## src/rtl/pong_game_ctrl.sv

```systemverilog
// Game-state controller for 2-player pong: scores, ball count, winner and
// overlay enables, with timed pauses between rallies and after game over.
module pong_game_ctrl #(
  parameter int TIMER_CYCLES = 100_000_000,
  parameter int WIN_SCORE    = 5,
  parameter int NUM_BALLS    = 9
) (
  input  logic       clk,
  input  logic       reset,
  input  logic       btn,
  input  logic       left_miss,
  input  logic       right_miss,
  output logic [3:0] left_score,
  output logic [3:0] right_score,
  output logic [3:0] ball,
  output logic       winner,
  output logic       gra_still,
  output logic       show_rule,
  output logic       show_over
);

  typedef enum logic [1:0] {NEWGAME, NEWBALL, PLAY, OVER} state_t;

  localparam logic [26:0] TIMER_LOAD = 27'(TIMER_CYCLES - 1);
  localparam logic [3:0]  WIN        = 4'(WIN_SCORE);
  localparam logic [3:0]  BALLS      = 4'(NUM_BALLS);

  state_t      state;
  logic [26:0] timer;
  logic        btn_q;
  logic        btn_rise;
  logic [3:0]  l_nxt, r_nxt, ball_nxt;
  logic        game_end;

  assign btn_rise = btn & ~btn_q;

  // Post-miss values; left_miss wins when both pulse in the same cycle.
  always_comb begin
    l_nxt    = left_score;
    r_nxt    = right_score;
    ball_nxt = ball - 4'd1;
    if (left_miss)       r_nxt = right_score + 4'd1;
    else if (right_miss) l_nxt = left_score + 4'd1;
    game_end = (l_nxt == WIN) || (r_nxt == WIN) || (ball_nxt == 4'd0);
  end

  always_ff @(posedge clk) begin
    if (reset) begin
      state       <= NEWGAME;
      left_score  <= 4'd0;
      right_score <= 4'd0;
      ball        <= BALLS;
      winner      <= 1'b0;
      gra_still   <= 1'b1;
      show_rule   <= 1'b1;
      show_over   <= 1'b0;
      timer       <= 27'd0;
      btn_q       <= 1'b0;
    end else begin
      btn_q <= btn;
      case (state)
        NEWGAME: begin
          if (btn_rise) begin
            left_score  <= 4'd0;
            right_score <= 4'd0;
            ball        <= BALLS;
            timer       <= TIMER_LOAD;
            show_rule   <= 1'b0;
            gra_still   <= 1'b1;
            state       <= NEWBALL;
          end
        end
        NEWBALL: begin
          if (timer == 27'd0) begin
            gra_still <= 1'b0;
            state     <= PLAY;
          end else begin
            timer <= timer - 27'd1;
          end
        end
        PLAY: begin
          if (left_miss || right_miss) begin
            left_score  <= l_nxt;
            right_score <= r_nxt;
            ball        <= ball_nxt;
            timer       <= TIMER_LOAD;
            gra_still   <= 1'b1;
            if (game_end) begin
              winner    <= (r_nxt > l_nxt);
              show_over <= 1'b1;
              state     <= OVER;
            end else begin
              state <= NEWBALL;
            end
          end
        end
        OVER: begin
          // Scores stay on screen into NEWGAME until the next start press.
          if (timer == 27'd0) begin
            show_over <= 1'b0;
            show_rule <= 1'b1;
            state     <= NEWGAME;
          end else begin
            timer <= timer - 27'd1;
          end
        end
        default: state <= NEWGAME;
      endcase
    end
  end

endmodule

```

## config.mk

```make
export PLATFORM = sky130hd
export DESIGN_NAME = pong_game_ctrl
export DESIGN_NICKNAME = d
export VERILOG_FILES = /design/src/rtl/pong_game_ctrl.sv
export SDC_FILE = /design/constraint.sdc
export NUM_CORES = 1
export LEC_CHECK = 0
export BUFFER_PORTS_ARGS = -buffer_cell sky130_fd_sc_hd__buf_2
export CORE_MARGIN = 8
export CORE_UTILIZATION = 30
export CTS_CLUSTER_DIAMETER = 50
export DETAILED_ROUTE_END_ITERATION = 8
export GPL_TIMING_DRIVEN = 0
export PLACE_DENSITY = 0.58
export SETUP_SLACK_MARGIN = 0.1
export SLEW_MARGIN = 20
export SYNTH_ARGS = -nofsm -noshare
export SYNTH_HDL_FRONTEND = slang
export SYNTH_SLANG_ARGS = --single-unit
export TNS_END_PERCENT = 50
```

## constraint.sdc

```tcl
create_clock -name clk -period 6.5 [get_ports clk]
set_input_delay 0 -clock clk [delete_from_list [all_inputs] [get_ports clk]]
set_output_delay 0 -clock clk [all_outputs]
set_load 0.005 [all_outputs]
```

---- After elaboration in Yosys (flattened, before gate mapping) ----
Index checks and enable logic that the tools add are counted.
word-level totals
  register bits after elaboration ......... 46
cells by class
  muxes and demuxes ....................... 31
  eq/ne operators ......................... 11
  add/subtract/negate cells ............... 4
  bitwise logic cells ..................... 2
  magnitude comparators ................... 1
  reductions and logical operators ........ 18
operators with widths
  operator                                             number
  two-way mux 27 bit                                   3
  one-hot mux 27 bit (3 select lines)                  1
  two-way mux 4 bit                                    8
  logical NOT 27 bit                                   1
  subtractor 27 x 1 -> 27 bit (second input constant)  1
  one-hot mux 4 bit (2 select lines)                   3
  != test 2 bit (second input constant)                6
  AND reduction 3 bit                                  4
  AND reduction 4 bit                                  3
  two-way mux 2 bit                                    5
  adder 4 x 1 -> 4 bit (second input constant)         2
  == test 4 x 3 -> 1 bit (second input constant)       2
  one-hot mux 2 bit (4 select lines)                   1
  two-way mux 1 bit                                    7
  nonzero test 2 bit                                   3
  == test 2 bit (second input constant)                2
  > comparator 4 bit                                   1
  logical NOT 4 bit                                    1
  one-hot mux 1 bit (2 select lines)                   2
  subtractor 4 x 1 -> 4 bit (second input constant)    1
  logical OR 1 bit                                     3
  one-hot mux 1 bit (3 select lines)                   1
  nonzero test 3 bit                                   1
  == test 2 x 1 -> 1 bit (second input constant)       1
  4 further kinds                                      4

---- Longest topological paths before layout ----
  depth after elaboration ................. 9
  gate-level depth with buffers ........... 9
  depth with buffers taken out ............ 8

---- Least setup slack after synthesis ----
OpenSTA, ideal clock, no wires.
  path kind ............................... register to register
  start point ............................. register timer[0]
  end point ............................... register timer[0]
  stages on the path, launching flop included .. 10
  data arrival time ....................... 2315 ps
  period minus slack after synthesis ...... 2448 ps
  library setup time ...................... 132 ps
  slack ................................... 4052 ps
  path through ............................ dfxtp_1 > inv_1 > ha_1 > or3b_2 > nor4b_1 > a41o_1 > buf_4 > buf_6 > xnor2_1 > a21oi_1
on the way
  word-level cells in the longest chain between the ends .. 3
ends and longest elaborated chain
  item                                                                        line  RTL
  from (decl)                                                                 29    logic [26:0] timer;
  from (signal assigned)                                                      78    timer <= timer - 27'd1;
  from (signal assigned)                                                      104   timer <= timer - 27'd1;
  subtractor 27 x 1 -> 27 bit or logical NOT 27 bit (tied branches)           --
  two-way mux 27 bit or != test 2 bit (tied branches)                         --
  one-hot mux 27 bit (3 select lines) or AND reduction 3 bit (tied branches)  --
Parallel ways exist; a longest one is shown, timed or not. The select of a mux whose other input is x is not followed.
A chain may end at the register's enable or synchronous reset.

---- Worst setup path after layout ----
Same ends and word-level chain as after synthesis.

==> metrics.cfg <==
[cells_and_area]
multi_input_area_mm2=0.00147
fin_util=0.350
nFillCells=834
syn_to_final_growth_pct=14.0
fin_cells=428
diodes=0
seq_area_um2=921
nets=337
drive_above_1_share=0.127

[floorplanning]
die_area_mm2=0.0115
fp.dieH_um=107
row_count=33
coreArea_mm2=0.00813
start_util=0.307
ios=21
die-width_um=107

[logic_synthesis]
synth_top_area_frac=0.368
synth_area_mm2=0.00250
avgSynthCellArea_um2=8.45
yosys.area.top_type=dfxtp_1
synth-edff-count=0
synth-main-ff-cell=dfxtp_1
ys_warn_count=0
async_reset_ff_frac=0
synthTopCellsByArea=dfxtp_1, ha_1, o21ai_0, or3_1, a21oi_1
ys_types=54
syn_inst=296
ys_seq_area_frac=0.368
syn_nets=310
yosys_register_bits=46

[place]
dp_cells=420
globalplace.congestion=0.797
dpl.hpwl_um=4570
pre_cts_slack_ns=3.60
port_buffers=19

[critical_path]
slowest_delay_ns=0.76
cp.arrival_ns=3.12
crit_type=reg2reg
cp_max_fo=10
worstPathCellList=inv_1 > ha_1 > or3b_2 > nor4b_1 > a41o_1 > buf_4 > buf_6 > xnor2_1 > a21oi_1
slowest_stage=nor4b_1
cp.required_ns=6.67
critPathCaptureType=register
cp-start-kind=register

[clock_tree]
numCtsBuffers=5
cts_root_buffer=clkbuf_8
clock-sinks=46
cts_resized=0
cts_tree=yes
clock_latency_ns=0.31
hold_buffers=1
htreeDepth=2
cts_setup_buffers=0
clk_pin_slew_ns=0.08
cts_buffer_depth=2

[timing]
slew_violations=0
fmax_mhz=339
rsz0062_at_grt=no
fin_crit_sh=0.454
tightestPinTransition_ns=1.05
setup_viol=0
max_slew_margin=0.291
hold_viol=0
finalSetupTns_ns=0
finalClockSkew_ns=0.0145
fin_crit_ns=2.95
timing.final.ws_setup_ns=3.55

[drt]
vias=2358
drc=0
first_pass_iters=4
wl_per_cell_um=14.8
routed_wl_um=6330
drtAntennaViolNets=0
vias_per_cell=5.51
first_iter_violations=122

[power]
p_per_area_mw_per_mm2=244
p_leak_nw=1.06
vdd_drop_max_v=0.0000811
power_mw=0.696

[global_route]
track_usage=0.114
grt_max_degree=14
antenna_found_initial=0
grt_pass1_wl_um=10700
grt_remaining_overflow=0
grt_pass1_vias=2155

[job]
drv_cap=0

[worst_hold_path]
hp-class=in2reg

[status]
status=finished, final reports clean

[path summary, 6_finish.rpt]
| check | startpoint | slack, ns | end | cells past startpoint |
|---|---|---|---|---|
| max | timer[0] | 3.55 | timer[0] | 9 |
| min | reset | 0.12 | btn_q | 2 |
| max reg2reg | timer[0] | 3.55 | timer[0] | 9 |
| min reg2reg | winner | 0.46 | winner | 2 |
[logic make-up (layout without fill, tap and decap cells)]
group | count (synthesis) | count (layout) | share of synthesized area
DFF | 46 | 46 | 0.368
and+or+nand+nor | 116 | 116 | 0.267
buffers and inverters | 25 | 52 | 0.0430
muxes | 5 | 5 | 0.0205
adders and majority gates | 9 | 9 | 0.0450
xor gates and xnor gates | 11 | 11 | 0.0385
AOI/OAI and AO/OA | 84 | 84 | 0.217
[metal layers]
layer / up-vias / part of all wire / GRT usage
li1: 1182 / - / -
met1: 1115 / 0.49 / 0.146
met2: 51 / 0.45 / 0.182
met3: 10 / 0.045 / 0.0257
met4: 0 / 0.019 / 0.0452
met5: - / 0 / 0
[cell usage after synthesis (2+ instances only)]
| master | count |
|---|---|
| o41ai_1 | 4 |
| nand4b_1 | 3 |
| or4_1 | 9 |
| buf_2 | 2 |
| or3_1 | 17 |
| o31ai_1 | 6 |
| xor2_1 | 4 |
| a211oi_1 | 3 |
| o21ai_0 | 22 |
| nand4_1 | 6 |
| nand2b_1 | 4 |
| a31oi_1 | 11 |
| ha_1 | 9 |
| clkbuf_1 | 9 |
| nor4b_1 | 2 |
| nor4_1 | 4 |
| a22o_1 | 2 |
| inv_1 | 12 |
| nand3b_1 | 2 |
| nor2_1 | 22 |
| o21a_1 | 5 |
| dfxtp_1 | 46 |
| xnor2_1 | 7 |
| a21oi_1 | 17 |
| and4_1 | 2 |
| nor3_1 | 13 |
| and3_1 | 2 |
| nand2_1 | 13 |
| mux2i_1 | 4 |
| nor3_2 | 2 |
| o211ai_1 | 2 |
| o22ai_1 | 2 |
| nand3_1 | 4 |
| nor2b_1 | 3 |
| or2_2 | 2 |
[power by group]
part | switching [mW] | internal, mW | total [mW]
Combinational | 0.0889 | 0.0585 | 0.147
Sequential | 0.0228 | 0.304 | 0.326
Clock | 0.0992 | 0.123 | 0.222
[per-stage QoR]
stage	instance area, µm²	hold slack [ns]
6_report	2850	0.116
3_3_place_gp	2730	0.256
2_1_floorplan	2500	0.128
5_1_grt	2850	0.186
4_1_cts	2850	0.110
3_5_place_dp	2730	0.254
[placed cells by master (no fill, tap or decap), types with 5 or more instances in the layout]
master / synthesis / final
o21ai_0: 22 / 22
buf_2: 2 / 21
or4_1: 9 / 9
a21oi_1: 17 / 17
dfxtp_1: 46 / 46
inv_1: 12 / 12
nand4_1: 6 / 6
ha_1: 9 / 9
o31ai_1: 6 / 6
nor2_1: 22 / 22
clkbuf_8: 0 / 6
or3_1: 17 / 17
nand2_1: 13 / 13
o21a_1: 5 / 5
a31oi_1: 11 / 11
xnor2_1: 7 / 7
clkbuf_1: 9 / 9
nor3_1: 13 / 13
[cell type report]
| cell class | instances | share of cell area |
|---|---|---|
| Buffer | 13 | 0.0220 |
| Inverter | 12 | 0.0158 |
| Timing Repair Buffer | 20 | 0.0369 |
| Clock inverter | 1 | 0.0105 |
| Tap cell | 105 | 0.0461 |
| Multi-Input combinational cell | 225 | 0.516 |
| Sequential cell | 46 | 0.323 |
| Clock buffer | 6 | 0.0290 |
[worst max-delay path, delay by kind of cell, from the launching register on]
| kind | cells | cell delay [ns] |
|---|---|---|
| buffers and inverters | 3 | 0.44 |
| flip-flops | 1 | 0.33 |
| AND/OR/NAND/NOR | 2 | 1.25 |
| AO/OA/AOI/OAI | 2 | 0.46 |
| XOR/XNOR | 1 | 0.12 |
| adder cells (fa/ha/maj) | 1 | 0.20 |
[registers in the layout, summed over array words and instances (netlist names)]
| register | count |
|---|---|
| winner | 1 |
| state | 2 |
| show_over | 1 |
| btn_q | 1 |
| right_score | 4 |
| gra_still | 1 |
| timer | 27 |
| show_rule | 1 |
| left_score | 4 |
| ball | 4 |
Power figures use the tool's default switching activity.
